[src/rtl/morse_pkg.sv]
// Shared definitions for the Morse symbol decoder.
// Contents: decoder FSM state encoding and the sentinel-code width helper.
package morse_pkg;

   // IDLE: key up, no open letter; PRESS: key down; GAP: key up, open letter.
   typedef enum logic [1:0] {
      ST_IDLE  = 2'd0,
      ST_PRESS = 2'd1,
      ST_GAP   = 2'd2
   } state_e;

   // A letter of up to max_symbols symbols plus its one-bit sentinel marker.
   function automatic int unsigned code_width(input int unsigned max_symbols);
      return max_symbols + 1;
   endfunction

endpackage

[src/rtl/morse_tick_gen.sv]
// Free-running prescaler producing a one-cycle timing tick every TICK_DIV clocks.
// Ports:
//   clk     - system clock
//   reset_n - asynchronous active-low reset
//   tick_o  - registered one-cycle pulse, once per TICK_DIV cycles
module morse_tick_gen #(
   parameter int unsigned TICK_DIV = 1_250_000
) (
   input  logic clk,
   input  logic reset_n,
   output logic tick_o
);

   localparam int unsigned DIV_W = $clog2(TICK_DIV);

   logic [DIV_W-1:0] div_q, div_d;
   logic             tick_q, tick_d;

   // Wrap the divider and flag the wrap cycle.
   always_comb begin
      div_d  = div_q + DIV_W'(1);
      tick_d = 1'b0;
      if (div_q == DIV_W'(TICK_DIV - 1)) begin
         div_d  = '0;
         tick_d = 1'b1;
      end
   end

   always_ff @(posedge clk or negedge reset_n) begin
      if (!reset_n) begin
         div_q  <= '0;
         tick_q <= 1'b0;
      end else begin
         div_q  <= div_d;
         tick_q <= tick_d;
      end
   end

   assign tick_o = tick_q;

endmodule

[src/rtl/morse_symbol_decoder.sv]
// Decodes a raw Morse key into sentinel-encoded letters.
// Presses are timed in prescaler ticks and classified as dot/dash; a long
// key-up closes the letter, which is offered on a valid/ready output.
// Ports:
//   clk, reset_n     - clock, asynchronous active-low reset
//   key_in           - raw key (asynchronous), high = pressed
//   clear            - synchronous clear of buffer, output and flags
//   out_ready        - consumer accepts code_out this cycle
//   code_out         - letter: symbols in low bits, 1 above the last symbol
//   code_valid       - code_out holds an unconsumed letter
//   sym_count        - symbols buffered in the open letter
//   sym_reg          - buffered symbols, bit i = symbol i (0 dot, 1 dash)
//   overflow, drop   - sticky: symbol lost to full buffer / letter lost to backpressure
module morse_symbol_decoder
   import morse_pkg::*;
#(
   parameter int unsigned TICK_DIV         = 1_250_000,
   parameter int unsigned DOT_MAX_TICKS    = 2,
   parameter int unsigned LETTER_GAP_TICKS = 6,
   parameter int unsigned MAX_SYMBOLS      = 5
) (
   input  logic                               clk,
   input  logic                               reset_n,
   input  logic                               key_in,
   input  logic                               clear,
   input  logic                               out_ready,
   output logic [code_width(MAX_SYMBOLS)-1:0] code_out,
   output logic                               code_valid,
   output logic [$clog2(MAX_SYMBOLS+1)-1:0]   sym_count,
   output logic [MAX_SYMBOLS-1:0]             sym_reg,
   output logic                               overflow,
   output logic                               drop
);

   localparam int unsigned CODE_W  = code_width(MAX_SYMBOLS);
   localparam int unsigned CNT_W   = $clog2(MAX_SYMBOLS + 1);
   localparam int unsigned PRESS_W = $clog2(DOT_MAX_TICKS + 2);
   localparam int unsigned GAP_W   = $clog2(LETTER_GAP_TICKS + 1);

   logic tick;

   morse_tick_gen #(
      .TICK_DIV (TICK_DIV)
   ) u_tick_gen (
      .clk     (clk),
      .reset_n (reset_n),
      .tick_o  (tick)
   );

   // Two-flop synchronizer; arm_q marks when key_s_q reflects the real key after reset.
   logic       sync1_q, key_s_q;
   logic [1:0] arm_q;

   always_ff @(posedge clk or negedge reset_n) begin
      if (!reset_n) begin
         sync1_q <= 1'b0;
         key_s_q <= 1'b0;
         arm_q   <= 2'b00;
      end else begin
         sync1_q <= key_in;
         key_s_q <= sync1_q;
         arm_q   <= {arm_q[0], 1'b1};
      end
   end

   state_e              state_q, state_d;
   logic [PRESS_W-1:0]  press_q, press_d;
   logic [GAP_W-1:0]    gap_q, gap_d;
   logic [MAX_SYMBOLS-1:0] sym_reg_q, sym_reg_d;
   logic [CNT_W-1:0]    cnt_q, cnt_d;
   logic                ovf_q, ovf_d;
   logic                drop_q, drop_d;
   logic [CODE_W-1:0]   code_q, code_d;
   logic                valid_q, valid_d;
   logic                wait_q, wait_d;
   logic [CODE_W-1:0]   new_code;
   logic                complete;
   logic                press_ok;
   logic                is_dash;

   // Sentinel-encoded form of the open letter.
   always_comb begin
      new_code = '0;
      for (int unsigned i = 0; i < MAX_SYMBOLS; i++) begin
         if (CNT_W'(i) < cnt_q) new_code[i] = sym_reg_q[i];
      end
      for (int unsigned i = 0; i <= MAX_SYMBOLS; i++) begin
         if (CNT_W'(i) == cnt_q) new_code[i] = 1'b1;
      end
   end

   // wait_q blocks a key that was already down at reset or clear until it is released.
   assign press_ok = key_s_q & ~wait_q;
   assign is_dash  = (press_q > PRESS_W'(DOT_MAX_TICKS));

   // Next-state, buffer and output handshake logic.
   always_comb begin
      state_d   = state_q;
      press_d   = press_q;
      gap_d     = gap_q;
      sym_reg_d = sym_reg_q;
      cnt_d     = cnt_q;
      ovf_d     = ovf_q;
      drop_d    = drop_q;
      code_d    = code_q;
      valid_d   = valid_q;
      wait_d    = wait_q;
      complete  = 1'b0;

      if (arm_q[1] && !key_s_q) wait_d = 1'b0;

      case (state_q)
         ST_IDLE: begin
            if (press_ok) begin
               state_d = ST_PRESS;
               press_d = '0;
               gap_d   = '0;
            end
         end
         ST_PRESS: begin
            if (!key_s_q) begin
               gap_d = '0;
               if (press_q == '0) begin
                  // Sub-tick press is noise: resume where we were.
                  state_d = (cnt_q == '0) ? ST_IDLE : ST_GAP;
               end else begin
                  state_d = ST_GAP;
                  if (cnt_q == CNT_W'(MAX_SYMBOLS)) begin
                     ovf_d = 1'b1;
                  end else begin
                     for (int unsigned i = 0; i < MAX_SYMBOLS; i++) begin
                        if (CNT_W'(i) == cnt_q) sym_reg_d[i] = is_dash;
                     end
                     cnt_d = cnt_q + CNT_W'(1);
                  end
               end
            end else if (tick && (press_q != PRESS_W'(DOT_MAX_TICKS + 1))) begin
               press_d = press_q + PRESS_W'(1);
            end
         end
         ST_GAP: begin
            if (press_ok) begin
               state_d = ST_PRESS;
               press_d = '0;
               gap_d   = '0;
            end else if (tick) begin
               if (gap_q == GAP_W'(LETTER_GAP_TICKS - 1)) begin
                  complete  = 1'b1;
                  state_d   = ST_IDLE;
                  gap_d     = '0;
                  sym_reg_d = '0;
                  cnt_d     = '0;
               end else begin
                  gap_d = gap_q + GAP_W'(1);
               end
            end
         end
         default: begin
            state_d = ST_IDLE;
         end
      endcase

      if (complete) begin
         if (!valid_q || out_ready) begin
            code_d  = new_code;
            valid_d = 1'b1;
         end else begin
            drop_d = 1'b1;
         end
      end else if (valid_q && out_ready) begin
         valid_d = 1'b0;
      end

      if (clear) begin
         state_d   = ST_IDLE;
         press_d   = '0;
         gap_d     = '0;
         sym_reg_d = '0;
         cnt_d     = '0;
         ovf_d     = 1'b0;
         drop_d    = 1'b0;
         code_d    = '0;
         valid_d   = 1'b0;
         wait_d    = key_s_q;
      end
   end

   always_ff @(posedge clk or negedge reset_n) begin
      if (!reset_n) begin
         state_q   <= ST_IDLE;
         press_q   <= '0;
         gap_q     <= '0;
         sym_reg_q <= '0;
         cnt_q     <= '0;
         ovf_q     <= 1'b0;
         drop_q    <= 1'b0;
         code_q    <= '0;
         valid_q   <= 1'b0;
         wait_q    <= 1'b1;
      end else begin
         state_q   <= state_d;
         press_q   <= press_d;
         gap_q     <= gap_d;
         sym_reg_q <= sym_reg_d;
         cnt_q     <= cnt_d;
         ovf_q     <= ovf_d;
         drop_q    <= drop_d;
         code_q    <= code_d;
         valid_q   <= valid_d;
         wait_q    <= wait_d;
      end
   end

   assign code_out   = code_q;
   assign code_valid = valid_q;
   assign sym_count  = cnt_q;
   assign sym_reg    = sym_reg_q;
   assign overflow   = ovf_q;
   assign drop       = drop_q;

endmodule

[config.mk]
export PLATFORM = sky130hd
export DESIGN_NAME = morse_symbol_decoder
export DESIGN_NICKNAME = d
export VERILOG_FILES = /design/src/rtl/morse_pkg.sv /design/src/rtl/morse_tick_gen.sv /design/src/rtl/morse_symbol_decoder.sv
export SDC_FILE = /design/constraint.sdc
export NUM_CORES = 1
export LEC_CHECK = 0
export CAP_MARGIN = 20
export CORE_AREA = 2 2 77 79
export CTS_CLUSTER_SIZE = 16
export DETAILED_ROUTE_END_ITERATION = 6
export DIE_AREA = 0 0 79 81
export GPL_TIMING_DRIVEN = 0
export PLACE_DENSITY = 0.69
export SETUP_SLACK_MARGIN = 0.1
export SLEW_MARGIN = 30
export SYNTH_ARGS = -nofsm -noshare
export SYNTH_HDL_FRONTEND = slang
export SYNTH_HIERARCHICAL = 1
export SYNTH_SLANG_ARGS = --single-unit
[constraint.sdc]
create_clock -name clk -period 5.6 [get_ports clk]
set_clock_uncertainty 0.2 [all_clocks]
set_input_delay 1.68 -clock clk [delete_from_list [all_inputs] [get_ports clk]]
set_output_delay 1.68 -clock clk [all_outputs]
set_load 0.1 [all_outputs]
# Word level (Yosys, flattened, before mapping)
# Cells that the tools add are included.
[classes]
eq_ne = 32
magnitude_cmp = 6
addsub = 4
mux = 76
bitwise_logic = 2
reduce_logical = 32
[ops]
columns = ["cell", "n"]
rows = [
  ["8-bit AND reduction", 5],
  ["3-bit 2-to-1 mux", 13],
  ["3-bit != test (second input constant)", 13],
  ["1-bit 2-to-1 mux", 35],
  ["5-bit 2-to-1 mux", 7],
  ["2-bit 2-to-1 mux", 12],
  ["21-bit by 1-bit adder with 21-bit output (second input constant)", 1],
  ["21-bit equality test (second input constant)", 1],
  ["21-bit 2-to-1 mux", 1],
  ["6-bit 2-to-1 mux", 3],
  ["4-bit AND reduction", 4],
  ["5-bit one-hot mux with 2 select lines", 1],
  ["2-bit nonzero test", 5],
  ["3-bit one-hot mux with 3 select lines", 1],
  ["3-bit nonzero test", 3],
  ["2-bit != test (second input constant)", 4],
  ["7-bit AND reduction", 1],
  ["3-bit by 1-bit adder with 3-bit output (second input constant)", 2],
  ["2-bit by 3-bit equality test with 1-bit output (first input constant)", 2],
  ["3-bit equality test (first input constant)", 2],
  ["3-bit equality test (second input constant)", 2],
  ["1-bit by 3-bit less-than comparator with 1-bit output (first input constant)", 2],
  ["2-bit by 3-bit less-than comparator with 1-bit output (first input constant)", 2],
  ["3-bit by 2-bit != test with 1-bit output (second input constant)", 2],
  ["other kinds (22)", 28],
]
[totals]
word_cells = 171
regBits = 51
output_inout_bits = 17
in_bits = 5

# Depth between registers and ports, before layout
[logic_depth]
ltp_word = 7
mapped_depth = 7
depth_no_buf = 6

# Hierarchy
# The synthesis kept the hierarchy.
[modules_own_cells]
columns = ["mod", "cells_per_inst", "n_inst", "seq_area_each_um2", "area_per_inst_um2"]
rows = [
  ["morse_symbol_decoder", 170, 1, 726.9, 1642.8],
  ["morse_tick_gen", 91, 1, 550.5, 1054.8],
]

# Worst setup path after synthesis
# Ideal clock, no wire load.
[synth_path]
path_kind = "register to output"
start = "reg cnt_q[0], in the netlist sym_count[0]"
end = "out sym_count[0]"
stages_incl_launch_ff = 1
required_ns = 3.720
t_arrival_ns = 1.003
slack_ns = 2.717
path_buffers = 0
path_cell_list = "dfrtp_1"
[synth_rtl]
columns = ["element", "line", "text"]
rows = [
  ["start, declared", "morse_symbol_decoder.sv:70", "logic [CNT_W-1:0] cnt_q, cnt_d;"],
  ["start signal, assigned", "morse_symbol_decoder.sv:205", "cnt_q <= cnt_d;"],
  ["end, declared", "morse_symbol_decoder.sv:29", "output logic [$clog2(MAX_SYMBOLS+1)-1:0] sym_count,"],
]
# No word-level cell between the ends.

# Worst setup path after layout
[layout_path]
start = "reg cnt_q[1], in the netlist sym_count[1]"
end = "out sym_count[1]"
# No word-level cell between the ends.

==> out/results.ini <==
[global_route]
grt-ovfl-total=0
grt_pass1_vias=1925
grt_pass1_wl_um=9000
antenna_found_initial=0
grt_max_degree=38
grtUsageTotal_pct=17.7

[synthesis]
yosysSeqAreaShare_pct=47.4
synthArstFlopShare_pct=100
synth_cell_type_count=50
ys_warn_count=6
yosysTopAreaCellShare_pct=46.4
ys_ff_latch=51
yosys-top-cells-area=dfrtp_1 (46%), ha_1 (5.6%), nor2_1 (3.9%), a21oi_1 (3.2%), xnor2_1 (2.9%)
yosys_most_used_dff=dfrtp_1
synth_edf_count=0
syn_avg_cell_area_sq_um=10.3
synth_nets=278
syn_inst=261
synth_area_sq_um=2700
synth_top_cell_by_area=dfrtp_1

[detailed_routing]
top_layer_used=met4
wl_met1_um=2510
routed_via_density=5.44
dr_wl_met2_um=2480
wl_met3_um=146
initialDrtViolationCount=163
post_drt_wl_per_cell_um=14.2
vias=1992
wl_um=5180
ant_nets=0
drc=0
dr.pass1.iters=4

[timing]
setup_viol_count_final=0
post-route-min-period_ns=3.92
fin_tns_setup_ns=0
hold_viol=0
tightest_slew_ns=0.984
slew-limit-headroom_pct=34.2
hold_ws_ns=0.155
rsz0062_at_grt=no
finalWorstSetupSlack_ns=1.68
fmax_mhz=255
slew_viol_final=0
period_share_pct=69.9

[worst_setup_path]
r2r_end=code_out[4]$_DFFE_PN0P_
cpMaxStageDelayCell=clkdlybuf4s50_1
reg2regPathDepth=6
path_delay_family=buffers and inverters
crit_start=sym_count[1]$_DFFE_PN0P_
required_ns=3.72
startpoint_type=flop
max_stage_delay_ns=1.19
reg2reg_from=state_q[0]$_DFFE_PN0P_
path_cells=clkdlybuf4s50_1
worstSetupPathType=flop to output port
timing.critical_path.buf_inv=1
cp.arrival_ns=2.04
endpoint_kind=output port
reg2reg_slack_ns=3.33
crit_fanout=9

[pwr]
p_sw_share_pct=23.0
vdd_ir_drop_max_mv=0.163
clock_power_share_pct=42.0
p_int_uw=576
p_total_uw=748
switching_power_uw=172
pwr-share-comb_pct=7.6
leakage_nw=1.43
power_density_nw_per_um2=237
p_seq_share_pct=50.4

[floorplanning]
start_util_pct=47.5
die_h_um=81
die-area_sq_um=6400
rows=28
die-width_um=79
io_pins=22
core_area_sq_um=5680

[cts]
numCtsBuffers=5
postCtsSetupBuffers=0
post_cts_resized=0
cts_hold_buf=0
cts.path.max_buffers=2
clock_latency_ns=0.31
tritoncts=yes
htreeDepth=2
clkSinkCount=51
cts-root-buf=clkbuf_8
clk_pin_slew_ns=0.11

[layout]
n_fill_cell=512
nets=307
area_growth_pct=17.1
n_antenna_cell=0
largest_reg_flops=21
layout-drive-gt1-share_pct=9.97
final_util_pct=55.7

[placed_design]
port_buffers=21
hpwlAfterDp_um=3750
place_ws_ns=2.03
routabilityCongestion=0.813

[worst_hold_path]
min_path_type=flop to flop
min_path_cells=0
holdPathEnd=key_s_q$_DFF_PN0_
min_from=sync1_q$_DFF_PN0_

[run]
max_cap_viol_count=0

[status]
status=complete, no violations

## how the worst max path moves through the flow
stage	endpoint	cells past startpoint
finish	sym_count[1]	1
detailed placement	sym_count[0]	1
floorplan	sym_count[0]	0
global route	sym_count[0]	1
CTS	sym_count[0]	1
global placement	sync1_q$_DFF_PN0_	1
## logic make-up (layout without fill, tap and decap cells)
logic type | Yosys count | in the layout | share of synthesized area [%]
simple gates | 100 | 100 | 22.8
compound gates | 56 | 56 | 13.5
flops | 51 | 51 | 47.4
buf+inv | 21 | 51 | 4.04
xor+xnor | 17 | 17 | 5.52
fa+ha+maj | 12 | 12 | 5.57
mux | 3 | 3 | 1.11
other cells | 1 | 1 | 0.139
## power by group through the flow
| stage | combinational, mW | sequential, mW | clock [mW] |
|---|---|---|---|
| global route | 0.0653 | 0.378 | 0.331 |
| CTS | 0.0578 | 0.377 | 0.321 |
| floorplan | 0.0362 | 0.384 | 0 |
| detailed placement | 0.0574 | 0.384 | 0 |
| finish | 0.0570 | 0.377 | 0.314 |
| global placement | 0.0552 | 0.384 | 0 |
## synth_stat cells, types with 7 or more instances
master	instances
dfrtp_1	50
nor2_1	28
a21oi_1	17
ha_1	12
inv_1	11
nand3_1	10
o21ai_0	10
nand2_1	9
nand4_1	9
xnor2_1	9
a211oi_1	8
xor2_1	8
and3_1	7
## routing by layer
metal,vias to the layer above,GRT usage (%)
li1,993,-
met1,971,23.1
met2,22,30.5
met3,6,3.67
met4,0,3.79
met5,-,0
## layout make-up
class	count	area, sq um	area share, %
Timing Repair Buffer	22	228	7.21
Inverter	12	45.0	1.43
Clock inverter	3	71.3	2.26
Sequential cell	51	1280	40.4
Multi-Input combinational cell	189	1310	41.5
Buffer	9	63.8	2.02
Clock buffer	5	68.8	2.18
Tap cell	75	93.8	2.97
## stage by stage
step / std cells / cell area [sq um]
CTS: 366 / 3160
global route: 366 / 3160
floorplan: 261 / 2700
detailed placement: 358 / 3020
global placement: 357 / 3000
finish: 366 / 3160
## cell usage in the layout (no fill, tap or decap), types with 3 or more instances in the layout
cell type	Yosys	layout
and3_1	7	7
nand4_1	9	9
nor2_1	28	28
a21oi_1	17	17
nor2b_1	5	5
a31oi_1	6	6
and2_1	4	4
a211oi_1	8	8
buf_2	3	3
mux2i_1	3	3
clkbuf_8	0	5
xor2_1	8	8
nand2b_1	5	5
and4_1	3	3
clkdlybuf4s50_1	0	20
ha_1	12	12
nor3_1	6	6
dfrtp_1	50	50
o21ai_0	10	10
nand2_1	9	9
nand3_1	10	10
buf_6	3	3
inv_1	11	11
xnor2_1	9	9
Power figures use the tool's default switching activity.
